<file path="src/rtl/elevator_motion.sv">
// Per-car motion sequencer for the two-car controller: floor, direction and door state
// for each car, advanced by a shared tick. Bit 1 of every paired signal is car 1, bit 0 is car 2.
//
// state     | meaning
// ST_STOP   | parked at a floor, deciding: open door, reverse, idle or depart
// ST_DOOR   | door open, dwell counter running, restarted by stop requests
// ST_TRAVEL | moving one floor, travel counter running
module elevator_motion #(
    parameter int NUM_FLOORS   = 7,
    parameter int TRAVEL_TICKS = 2,
    parameter int DOOR_TICKS   = 3
) (
    input  logic       clk,
    input  logic       rst_n,
    input  logic       tick,
    input  logic [1:0] turn,
    input  logic       stop_1,
    input  logic       stop_2,
    output logic [2:0] curr_elevator_1,
    output logic [2:0] curr_elevator_2,
    output logic [1:0] dir_elevator,
    output logic [1:0] door_open,
    output logic [1:0] arrive
);

    localparam int TW = (TRAVEL_TICKS > 1) ? $clog2(TRAVEL_TICKS) : 1;
    localparam int DW = (DOOR_TICKS > 1) ? $clog2(DOOR_TICKS) : 1;
    localparam logic [2:0]    TOP_FLOOR   = 3'(NUM_FLOORS - 1);
    localparam logic [TW-1:0] TRAVEL_LAST = TW'(TRAVEL_TICKS - 1);
    localparam logic [DW-1:0] DOOR_LAST   = DW'(DOOR_TICKS - 1);

    typedef enum logic [1:0] {
        ST_STOP   = 2'd0,
        ST_DOOR   = 2'd1,
        ST_TRAVEL = 2'd2
    } state_t;

    state_t        state      [2];
    logic [2:0]    floor      [2];
    logic [TW-1:0] travel_cnt [2];
    logic [DW-1:0] door_cnt   [2];
    logic [1:0]    flip;
    logic [1:0]    stop_req;

    assign stop_req        = {stop_1, stop_2};
    assign curr_elevator_1 = floor[1];
    assign curr_elevator_2 = floor[0];

    always_ff @(posedge clk) begin
        if (!rst_n) begin
            for (int c = 0; c < 2; c++) begin
                state[c]      <= ST_STOP;
                floor[c]      <= '0;
                travel_cnt[c] <= '0;
                door_cnt[c]   <= '0;
            end
            flip         <= '0;
            dir_elevator <= 2'b11;
            door_open    <= '0;
            arrive       <= '0;
        end else begin
            arrive <= '0;
            if (tick) begin
                for (int c = 0; c < 2; c++) begin
                    case (state[c])
                        ST_STOP: begin
                            if (stop_req[c]) begin
                                state[c]     <= ST_DOOR;
                                door_cnt[c]  <= '0;
                                door_open[c] <= 1'b1;
                                if (!turn[c]) flip[c] <= 1'b0;
                            end else if (( dir_elevator[c] && floor[c] == TOP_FLOOR) ||
                                         (!dir_elevator[c] && floor[c] == 3'd0)) begin
                                dir_elevator[c] <= ~dir_elevator[c];
                                flip[c]         <= 1'b1;
                            end else if (turn[c]) begin
                                // A second consecutive reversal request parks the car instead of ping-ponging.
                                if (!flip[c]) begin
                                    dir_elevator[c] <= ~dir_elevator[c];
                                    flip[c]         <= 1'b1;
                                end
                            end else begin
                                state[c]      <= ST_TRAVEL;
                                travel_cnt[c] <= '0;
                                flip[c]       <= 1'b0;
                            end
                        end
                        ST_TRAVEL: begin
                            if (travel_cnt[c] == TRAVEL_LAST) begin
                                floor[c]  <= dir_elevator[c] ? floor[c] + 3'd1 : floor[c] - 3'd1;
                                arrive[c] <= 1'b1;
                                state[c]  <= ST_STOP;
                            end else begin
                                travel_cnt[c] <= travel_cnt[c] + 1'b1;
                            end
                        end
                        ST_DOOR: begin
                            if (stop_req[c]) begin
                                door_cnt[c] <= '0;
                            end else if (door_cnt[c] == DOOR_LAST) begin
                                door_open[c] <= 1'b0;
                                state[c]     <= ST_STOP;
                            end else begin
                                door_cnt[c] <= door_cnt[c] + 1'b1;
                            end
                        end
                        default: state[c] <= ST_STOP;
                    endcase
                end
            end
        end
    end

endmodule
</file>
<file path="config.mk">
export PLATFORM = sky130hd
export DESIGN_NAME = elevator_motion
export DESIGN_NICKNAME = d
export VERILOG_FILES = /design/src/rtl/elevator_motion.sv
export SDC_FILE = /design/constraint.sdc
export NUM_CORES = 1
export LEC_CHECK = 0
export CAP_MARGIN = 25
export CORE_UTILIZATION = 65
export DETAILED_ROUTE_END_ITERATION = 10
export DONT_BUFFER_PORTS = 1
export GPL_TIMING_DRIVEN = 0
export HOLD_SLACK_MARGIN = 0.15
export PLACE_DENSITY = 0.85
export SLEW_MARGIN = 20
export SYNTH_ARGS = -nofsm -noshare
export SYNTH_HDL_FRONTEND = slang
export SYNTH_SLANG_ARGS = --single-unit
</file>
<file path="constraint.sdc">
create_clock -name clk -period 3.65 [get_ports clk]
set_input_delay 0.73 -clock clk [delete_from_list [all_inputs] [get_ports clk]]
set_output_delay 0.73 -clock clk [all_outputs]
set_load 0.02 [all_outputs]
</file>
* Word-level counts from Yosys, hierarchy flattened *
Memories as Yosys holds them, arrays and structs flattened.
Cells that the tools add are included.

cells by class
  add/sub/neg operators = 8
  equality and inequality tests = 18
  bitwise logic cells = 26
  reduce and logical (&&, ||, !) cells = 25
  mux-type cells = 131

operators with widths
  operator               count
  $mux W1                109
  $mux W2                16
  $or A1 B1 Y1           22
  $reduce_and A5 Y1      4
  $ne A2 B2 Y1 const B   8
  $mux W3                4
  $eq A2 B2 Y1 const B   4
  $reduce_bool A2 Y1     4
  $add A3 B1 Y3 const B  2
  $eq A3 B3 Y1 const B   2
  $logic_not A3 Y1       2
  $reduce_and A3 Y1      2
  $reduce_or A3 Y1       2
  $sub A3 B1 Y3 const B  2
  $add A2 B1 Y2 const B  2
  $eq A2 B1 Y1 const B   2
  $logic_and A1 B1 Y1    4
  $logic_not A2 Y1       2
  $ne A2 B1 Y1 const B   2
  $not A1 Y1             4
  $pmux W1 S2            2
  $add A1 B1 Y1 const B  2
  $logic_not A1 Y1       2
  $logic_or A1 B1 Y1     2
  $reduce_and A2 Y1      1

storage, ports and cells
  bits in registers = 8
  word-level logic and storage cells = 219
  memories kept = 4
  bits in writable memories = 16
  input port bits = 7
  output and inout port bits = 12

memories
  name        words  width  read ports  clocked after Yosys merged registers in  write ports  RTL line  RTL
  floor       2      3      2           0                                        2            39        logic [2:0] floor [2];
  door_cnt    2      2      2           0                                        2            41        logic [DW-1:0] door_cnt [2];
  state       2      2      2           0                                        2            38        state_t state [2];
  travel_cnt  2      1      2           0                                        2            40        logic [TW-1:0] travel_cnt [2];

* Longest topological paths before layout *
  depth after elaboration = 13
  depth in mapped cells = 5
  mapped depth without buffers = 5

* Worst setup path before layout *
Ideal clock, no wire load.

  path type = input to register
  start point = input port tick
  end point = memory travel_cnt[0] (netlist name) (enable)
  data required time = 3.336 ns
  data arrival time = 1.545 ns
  buffers on the path = 1
  setup slack = 1.791 ns
  library setup time = 0.314 ns
  stages = 3
  cells stage by stage = buf_2 > or4b_4 > o221ai_1

RTL lines
  item             RTL line  RTL
  start, declared  15        input logic tick,
  end, declared    40

==> impl_results.md <==
- Status: completed
- Die area: 0.002354 sq mm
- Gr ovfl total: 0
- Routed Antenna Nets: 0
- # nets final: roughly 160
- Longest Clk Path Bufs: 2
- Hold_sp: flip[1]$_SDFFE_PN0P_
- WHS Endpoint: flip[1]$_SDFFE_PN0P_
- DRC: 0
- Hold violation count in the final report: 0
- Worst slew margin: between 50% and 60%
- Post-CTS Resized: 0
- Fin crit period: roughly 1900 ps
- H-tree depth: 1
- Clk root buf: clkbuf_4
- Area growth syn-to-layout: 4.982%
- Ant. Diodes: 0
- Clock Sinks: 24
- Vias/cell: between 6 and 7
- Met3 wire length: 142 microns
- Reg2Reg Launch Point: state[1][1]$_DFFE_PP_
- Finished Layout Cells: roughly 170
- GPL Wtd Cong: 0.8472
- Fin worst setup slack: ~1700 ps
- Share of cells above drive strength 1: 9.028%
- Dpl cells: approximately 170
- Post-synthesis sequential area ratio: between 40% and 50%
- Clock tree from TritonCTS: done
- # port buffers: 0
- # setup viols final: 0
- Worst VDD drop: just over 0.3 mV
- Worst Reg-to-Reg Cells: 4
- Worst hold margin: approximately 500 ps
- Netlist cell types: 49
- Commonest cells after routing, fill and taps aside: 18 x nor2_1, 15 x edfxtp_1, 10 x inv_1, 9 x dfxtp_1, 7 x o21ai_0
- WL final: about 2700 microns
- Largest net degree at the start of global routing: 14
- Routed met2 length: between 1000 and 1500 microns
- Maximum clock frequency: 522.8 MHz
- Drt wl/cell: between 15 and 20 microns
- Setup Skew: between 4 and 5 ps
- Ys async rst share: 0%
- Pre-antenna DRT Iters: 4
- HPWL after DPL: 2038 microns
- RSZ-0062 raised after global routing: false
- Flops & latches, synth: 24
- Reg clk slew, reported paths: around 130 ps
- Vias in the first global route: between 1,000 and 1,500
- Required @ worst endpoint: approximately 3700 ps
- First-pass GRT wire length: approximately 4500 microns
- Fin crit share: between 50% and 60%
- Setup Fix Bufs, Post-CTS: 0
- Critical Path Sink Type: flop
- Critical Path AT: 1970 ps
- Syn Inst Count: 140
- Hold WC Path Type: flop to flop
- GRT Resource Usage Total: between 20% and 30%
- Commonest non-fill, non-tap cell in the layout: nor2_1
- Initial core utilization: 70.25%
- Critical-path maximum fanout: 9
- Synth top area share: approximately a third
- Filler cells: roughly 160
- Met1 Wirelength: ~1200 microns
- R2R setup slack: approximately 1700 ps
- Actual slew at the worst max-slew pin: slightly below 700 ps
- Crit Path Class: flop to flop
- Syn Nets: around 150
- Area leader, netlist: edfxtp_1
- Initial antenna violation count: 0
- P_leak: 0.5896 nW
- Max Cap Violations: 0
- Fin. max-slew vios: 0
- Synth Area per Inst: about 10 sq um
- Hold_buf cts: 0
- Initial DRC count: 41
- Vias post-DR: between 1,000 and 1,500
- Pwr Density: 375.4 mW/mm^2
- Highest routed layer: met4
- Top post-synthesis cells by area: edfxtp_1 32%, dfxtp_1 13%, nor2_1 4.8%
- Io pins: 19
- R2r endpoint: state[1][1]$_DFFE_PP_
- Hold depth: 2
- Worst-Skew Late Latency: about 320 ps
- Chip width: 48.52 microns
- EDFF count, synth: 15
- Syn. warnings: 0
- CTS Buf Count: 3
- Main synth FF type: edfxtp_1
- Post-Place Setup Slack: 1524 ps
- TNS Setup: 0 ps
- Core area: 0.002002 sq mm
- Critical path startpoint category: flop
- Row cnt: 16
- Synth Cell Area: about 0.0014 sq mm
- Die H: ~49 microns
final cells by class:
class	count	area (sq um)	share of cell area [%]
plain buffers	6	36.28	2.458
flip-flops and latches	24	630.6	42.71
multi-input cells	100	701.9	47.54
clock buffers	4	36.28	2.458
well taps	27	33.78	2.288
inverters	10	37.54	2.542
routing by layer:
layer / vias up / track usage [%]
met1: 508 / 33.26
met2: 34 / 42.49
li1: 527 / -
met3: 5 / 4.717
met5: - / 0
met4: 0 / 8.333
stage by stage:
step / power (mW) / util [%] / area, sq um
after global placement: 0.4149 / 71.94 / 1440
after CTS: 0.5517 / 73.75 / 1476
final: 0.5542 / 73.75 / 1476
after detailed placement: 0.4195 / 71.94 / 1440
after global routing: 0.5761 / 73.75 / 1476
after floorplan: 0.4007 / - / 1406
how the worst max path moves through the flow:
stage / start / endpoint / slack (ps) / depth (start not counted)
after global placement: tick / state[1][1]$_DFFE_PP_ / 1540 / 4
after global routing: state[1][1]$_DFFE_PP_ / state[1][1]$_DFFE_PP_ / 1580 / 4
after detailed placement: tick / state[1][1]$_DFFE_PP_ / 1520 / 4
final: state[1][1]$_DFFE_PP_ / state[1][1]$_DFFE_PP_ / 1740 / 4
after floorplan: tick / travel_cnt[0]$_DFFE_PP_ / 1790 / 3
after CTS: state[1][1]$_DFFE_PP_ / state[1][1]$_DFFE_PP_ / 1730 / 4
sequential cells by signal (all words and copies together) (netlist names):
| register | count |
|---|---|
| floor | 6 |
| door_open | 2 |
| arrive | 2 |
| door_cnt | 4 |
| travel_cnt | 2 |
| flip | 2 |
| state | 4 |
| dir_elevator | 2 |
Yosys cell counts (2+ instances only):
cell,count
a211o_1,2
o21a_1,2
nor2_1,18
o311ai_0,2
or3_1,2
a31oi_1,2
clkbuf_1,2
fa_1,2
a211oi_1,2
and2_1,2
buf_2,2
and4b_1,2
nand2b_1,4
o211a_1,2
nor3_1,5
nand2_1,5
inv_1,10
ha_1,2
a21o_1,4
nor2b_1,4
nand3b_1,4
o21ai_0,7
nor4_1,2
xnor2_1,4
edfxtp_1,15
dfxtp_1,9
worst max-delay path, stage by stage, from the launching register on:
cell and delay (ps):
edfxtp_1 340, clkbuf_1 340, nand3b_1 190, o21ai_0 580, a31o_2 210
kinds of logic (layout without fill, tap and decap cells):
kind of cell             after synthesis  after routing  synth area share (%)
AO/OA/AOI/OAI                         35             35                 18.68
XOR/XNOR                               4              4                 2.491
adder cells (fa/ha/maj)                4              4                 4.626
buffers and inverters                 16             20                 5.250
flip-flops                            24             24                 44.84
AND/OR/NAND/NOR                       57             57                 24.11
report_power, final:
part	total, mW	switching, mW	internal, mW	leakage, nW
sequential	0.327	0.0219	0.305	0.231
clock	0.140	0.0789	0.0611	0.0210
combinational	0.0874	0.0485	0.0390	0.338
Note: power is estimated with default switching activity, not from simulation.
